$ cat src/rtl/spi_eeprom_responder.sv
// spi_eeprom_responder: 25xx-style SPI EEPROM target, 8-bit addressing.
// Serves READ/WRITE/WREN/WRDI/RDSR from an internal array, plus a host load port.
//
// Ports:
//   clk, rst            system clock, synchronous active-high reset
//   spi_cs_n/sck/copi   SPI mode 0 inputs, asynchronous to clk
//   spi_cipo/cipo_oe    SPI data out and its drive enable
//   load_en/addr/data   host preload write, honoured only while idle
//   wel                 write-enable latch (status bit 1)
module spi_eeprom_responder #(
    parameter int DEPTH = 256,
    parameter int PAGE  = 16
) (
    input  logic       clk,
    input  logic       rst,
    input  logic       spi_cs_n,
    input  logic       spi_sck,
    input  logic       spi_copi,
    output logic       spi_cipo,
    output logic       spi_cipo_oe,
    input  logic       load_en,
    input  logic [7:0] load_addr,
    input  logic [7:0] load_data,
    output logic       wel
);

    localparam int AW = (DEPTH > 1) ? $clog2(DEPTH) : 1;
    localparam logic [AW-1:0] PMASK = AW'(PAGE - 1);

    localparam logic [2:0] S_IDLE   = 3'd0;
    localparam logic [2:0] S_CMD    = 3'd1;
    localparam logic [2:0] S_ADDR   = 3'd2;
    localparam logic [2:0] S_READ   = 3'd3;
    localparam logic [2:0] S_WRITE  = 3'd4;
    localparam logic [2:0] S_RDSR   = 3'd5;
    localparam logic [2:0] S_IGNORE = 3'd6;

    localparam logic [7:0] OP_READ  = 8'h03;
    localparam logic [7:0] OP_WRITE = 8'h02;
    localparam logic [7:0] OP_WREN  = 8'h06;
    localparam logic [7:0] OP_WRDI  = 8'h04;
    localparam logic [7:0] OP_RDSR  = 8'h05;

    logic [7:0]    mem [DEPTH];
    logic [2:0]    cs_sy;
    logic [2:0]    sck_sy;
    logic [1:0]    copi_sy;
    logic [2:0]    state;
    logic [2:0]    bitcnt;
    logic [7:0]    rx_sh;
    logic [7:0]    tx_sh;
    logic [AW-1:0] ptr;
    logic          wrote;
    logic          is_rd;
    logic          armed;

    // [1] is the synchronized level, [2] its previous value for edges.
    always_ff @(posedge clk) begin
        if (rst) begin
            cs_sy   <= 3'b111;
            sck_sy  <= 3'b000;
            copi_sy <= 2'b00;
        end else begin
            cs_sy   <= {cs_sy[1:0], spi_cs_n};
            sck_sy  <= {sck_sy[1:0], spi_sck};
            copi_sy <= {copi_sy[0], spi_copi};
        end
    end

    logic          cs_fall;
    logic          cs_rise;
    logic          sck_rise;
    logic          sck_fall;
    logic          byte_done;
    logic [2:0]    bit_dec;
    logic [7:0]    rx_nxt;
    logic [7:0]    status;
    logic [AW-1:0] rx_addr;
    logic [AW-1:0] ptr_inc;
    logic [AW-1:0] ptr_pg;
    logic          spi_we;
    logic          load_we;

    assign cs_fall   = cs_sy[2] & ~cs_sy[1];
    assign cs_rise   = ~cs_sy[2] & cs_sy[1];
    assign sck_rise  = ~sck_sy[2] & sck_sy[1];
    assign sck_fall  = sck_sy[2] & ~sck_sy[1];
    assign byte_done = (bitcnt == 3'd0);
    assign bit_dec   = bitcnt - 3'd1;
    assign rx_nxt    = {rx_sh[6:0], copi_sy[1]};
    assign rx_addr   = rx_nxt[AW-1:0];
    assign status    = {6'b0, wel, 1'b0};
    assign ptr_inc   = ptr + AW'(1);
    // Page-wrapping increment: only the in-page bits advance.
    assign ptr_pg    = (ptr & ~PMASK) | (ptr_inc & PMASK);

    assign spi_we  = !rst && !cs_rise && !cs_fall && (state == S_WRITE)
                     && sck_rise && byte_done && wel;
    assign load_we = load_en && (state == S_IDLE);

    always_ff @(posedge clk) begin
        if (spi_we) begin
            mem[ptr] <= rx_nxt;
        end else if (load_we) begin
            mem[load_addr[AW-1:0]] <= load_data;
        end
    end

    always_ff @(posedge clk) begin
        if (rst) begin
            state  <= S_IDLE;
            bitcnt <= 3'd7;
            rx_sh  <= '0;
            tx_sh  <= '0;
            ptr    <= '0;
            wel    <= 1'b0;
            wrote  <= 1'b0;
            is_rd  <= 1'b0;
            armed  <= 1'b0;
        end else if (cs_rise) begin
            state  <= S_IDLE;
            bitcnt <= 3'd7;
            armed  <= 1'b0;
            wrote  <= 1'b0;
            if (state == S_WRITE && wrote) wel <= 1'b0;
        end else if (cs_fall) begin
            state  <= S_CMD;
            bitcnt <= 3'd7;
            armed  <= 1'b0;
            wrote  <= 1'b0;
        end else begin
            unique case (state)
                S_CMD: if (sck_rise) begin
                    rx_sh  <= rx_nxt;
                    bitcnt <= bit_dec;
                    if (byte_done) begin
                        case (rx_nxt)
                            OP_READ: begin
                                is_rd <= 1'b1;
                                state <= S_ADDR;
                            end
                            OP_WRITE: begin
                                is_rd <= 1'b0;
                                state <= S_ADDR;
                            end
                            OP_RDSR: begin
                                tx_sh <= status;
                                state <= S_RDSR;
                            end
                            OP_WREN: begin
                                wel   <= 1'b1;
                                state <= S_IGNORE;
                            end
                            OP_WRDI: begin
                                wel   <= 1'b0;
                                state <= S_IGNORE;
                            end
                            default: state <= S_IGNORE;
                        endcase
                    end
                end
                S_ADDR: if (sck_rise) begin
                    rx_sh  <= rx_nxt;
                    bitcnt <= bit_dec;
                    if (byte_done) begin
                        ptr <= rx_addr;
                        if (is_rd) begin
                            tx_sh <= mem[rx_addr];
                            state <= S_READ;
                        end else begin
                            state <= S_WRITE;
                        end
                    end
                end
                S_WRITE: if (sck_rise) begin
                    rx_sh  <= rx_nxt;
                    bitcnt <= bit_dec;
                    if (byte_done) begin
                        ptr <= ptr_pg;
                        if (wel) wrote <= 1'b1;
                    end
                end
                // The fall right after the loading rise is not a shift edge;
                // armed ensures only falls following a data-phase rise shift.
                S_READ, S_RDSR: begin
                    if (sck_rise) begin
                        armed <= 1'b1;
                    end else if (sck_fall && armed) begin
                        armed  <= 1'b0;
                        bitcnt <= bit_dec;
                        if (!byte_done) begin
                            tx_sh <= {tx_sh[6:0], 1'b0};
                        end else if (state == S_READ) begin
                            ptr   <= ptr_inc;
                            tx_sh <= mem[ptr_inc];
                        end else begin
                            tx_sh <= status;
                        end
                    end
                end
                default: ;
            endcase
        end
    end

    assign spi_cipo_oe = ((state == S_READ) || (state == S_RDSR))
                         && !cs_sy[1];
    assign spi_cipo    = spi_cipo_oe & tx_sh[7];

endmodule
$ cat config.mk
export PLATFORM = sky130hd
export DESIGN_NAME = spi_eeprom_responder
export DESIGN_NICKNAME = d
export VERILOG_FILES = /design/src/rtl/spi_eeprom_responder.sv
export SDC_FILE = /design/constraint.sdc
export NUM_CORES = 2
export LEC_CHECK = 0
export ABC_CLOCK_PERIOD_IN_PS = 27400
export BUFFER_PORTS_ARGS = -buffer_cell sky130_fd_sc_hd__buf_4
export CAP_MARGIN = 20
export CORE_UTILIZATION = 50
export CTS_BUF_LIST = sky130_fd_sc_hd__clkbuf_4 sky130_fd_sc_hd__clkbuf_8
export CTS_CLUSTER_SIZE = 16
export DETAILED_ROUTE_END_ITERATION = 6
export PLACE_DENSITY_LB_ADDON = 0.2
export SETUP_SLACK_MARGIN = 0.1
export SYNTH_ARGS = -nofsm -noshare
export SYNTH_HDL_FRONTEND = slang
export SYNTH_SLANG_ARGS = --single-unit
$ cat constraint.sdc
create_clock -name clk -period 27.4 [get_ports clk]
set_clock_uncertainty 0.2 [all_clocks]
set_input_delay 1.37 -clock clk [delete_from_list [all_inputs] [get_ports clk]]
set_output_delay 1.37 -clock clk [all_outputs]
set_load 0.005 [all_outputs]
==> out/qor.yml <==
fin_crit_sh: 0.233
worst_slew_margin_rel: 0.115
cts.sinks: 2089
powerDensity_mw_per_mm2: 59.3
cp-start-kind: "flop"
num_vias: 62337
syn_area_per_cell_um2: 18.1
place_area_mm2: 0.102
fmaxAchievable_ghz: 0.157
route.detailed.drc: 7
grtUsageTotal: 0.357
syn_area_mm2: 0.0987
setup_tns_ns: 0
cp.arrival_ns: 7.19
cts_resized: 0
clockBufferDepth: 4
cts_buffers: 364
antenna_found_initial: 31
grt_max_degree: 182
core_mm2: 0.195
hold_buffers: 0
cts_tree: "built"
dieArea_mm2: 0.199
leakage_nw: 32.8
ys_types: 77
fin_crit_ns: 6.39
rows: 162
synth-edff-count: 2048
initial_core_util: 0.505
dr.pass1.iters: 7
crit_path_max_fanout: 92
ant_nets: 0
critPathKind: "flop to flop"
grt_first_pass_wirelength_mm: 488
clkLatencyLatePin_ns: 1.11
hpwl_mm: 223
hold_viol: 0
holdCritPathClass: "flop to flop"
rsz0062_at_grt: "no"
worst_slew_pin_slew_ns: 1.32
viasPerCell: 7.32
design_area_mm2: 0.109
drt_wl_total_mm: 354
drt_iter0_drc: 10451
io_pins: 25
die_y_um: 446
grt_pass1_vias: 60394
cts_setup_buffers: 0
ys_ff_latch: 2089
setup_viol: 0
cp.required_ns: 28.20
clk_pin_slew_ns: 0.07
slew_viol_final: 0
ctsHtreeMaxLevel: 5
synthCells: 5456
peakVddDrop_mv: 0.0435
layout_commonest_cell: "edfxtp_1"
crit_path_end_kind: "flop"
max-cap-violations: 0
io_buffers: 24
dp.cells: 7864
root_buffer: "clkbuf_8"
synth_nets: 5483
synthToLayoutAreaGrowth_pct: 10.4
yosysWarnings: 0
die_w_um: 446
fin_nets: 5646
synthArstFlopShare: 0
synth_flop_cell: "edfxtp_1"
fillers: 15075
place_congestion: 1.04
drive_gt1_frac: 0.322
final_cell_mix: "2048 x edfxtp_1, 1060 x mux4_2, 485 x nand2_1"
ys_seq_area_frac: 0.631
wire_per_inst_um: 41.6
failed_checks: "design-rule violations"
final_cells: 8513
status: "complete, but fails checks"
gr-total-overflow: 0
synth_stat cells (17+ instances only):
master,instances,area share
a22oi_1,80,0.0061
nand3_1,206,0.010
nor3_1,30,0.0015
nand2_1,485,0.018
a211oi_1,17,0.0013
clkbuf_1,168,0.0064
buf_4,55,0.0042
a21oi_1,71,0.0036
nand4_1,39,0.0025
mux4_2,1060,0.24
buf_2,162,0.0082
o22ai_1,24,0.0015
nor2b_1,23,0.0015
a311oi_1,22,0.0020
edfxtp_1,2048,0.62
mux2i_1,139,0.014
buf_1,43,0.0016
a31oi_1,42,0.0027
nor2_1,342,0.013
dfxtp_1,41,0.0083
a32oi_1,32,0.0028
o21ai_0,59,0.0030
routing by layer:
layer,global-route usage,share of wire,up-vias
li1,-,-,23301
met1,0.473,0.35,32604
met2,0.514,0.44,5254
met3,0.125,0.14,1152
met4,0.204,0.066,26
met5,0,0.00053,-
power breakdown:
group          internal (mW)  switching (mW)
registers               3.52         0.00327
clock network           1.47            1.31
logic                 0.0375           0.121
total                   5.03            1.43
worst max-delay path, cell delays in order, from the launching register on:
cell	delay, ns
dfxtp_4	0.79
ha_4	0.49
buf_4	0.65
buf_12	0.54
buf_4	0.79
mux4_2	0.40
mux2i_1	0.09
a32oi_1	0.24
a31oi_1	0.13
o31ai_1	0.88
a211oi_1	0.41
a311oi_1	0.37
cell families after synthesis:
family          count (synthesis)  share of synthesized area
compound gates                461                     0.0329
xor+xnor                       11                    0.00105
fa+ha+maj                       5                   0.000634
buf+inv                       455                     0.0224
flops                        2089                      0.631
mux                          1208                      0.257
simple gates                 1227                     0.0545
path summary, 6_finish.rpt:
kind / from / endpoint / slack, ns / cells after the start
max: ptr[0] / tx_sh[0] / 21.01 / 11
min reg2reg: cs_sy[0] / cs_sy[1] / 0.23 / 1
min: cs_sy[0] / cs_sy[1] / 0.23 / 1
max reg2reg: ptr[0] / tx_sh[0] / 21.01 / 11
per-stage QoR:
stage | utilization | setup WS [ns] | power [mW] | hold WS (ns)
2_1_floorplan | - | 13.08 | 3.70 | 0.189
3_3_place_gp | 0.521 | 21.35 | 3.74 | 0.208
3_5_place_dp | 0.522 | 21.31 | 3.75 | 0.213
4_1_cts | 0.557 | 21.27 | 6.46 | 0.204
5_1_grt | 0.557 | 20.94 | 6.59 | 0.218
6_report | 0.558 | 21.01 | 6.46 | 0.228
flip-flops by register name, indices dropped and copies added, names as in the netlist:
register,cells
ptr,8
state,3
copi_sy,2
cs_sy,3
mem,2048
rx_sh,7
wrote,1
is_rd,1
armed,1
sck_sy,3
wel,1
bitcnt,3
tx_sh,8
final cells by class:
cell class | instances | area [um2] | share of cell area
clock inverters | 141 | 832 | 0.00764
diodes | 22 | 55.1 | 0.000505
multi-input cells | 2912 | 34500 | 0.316
clock buffers | 473 | 5880 | 0.0540
well taps | 2624 | 3280 | 0.0301
inverters | 15 | 61.3 | 0.000563
flip-flops and latches | 2089 | 62300 | 0.572
repair buffers | 237 | 2020 | 0.0185
Power figures use the tool's default switching activity.
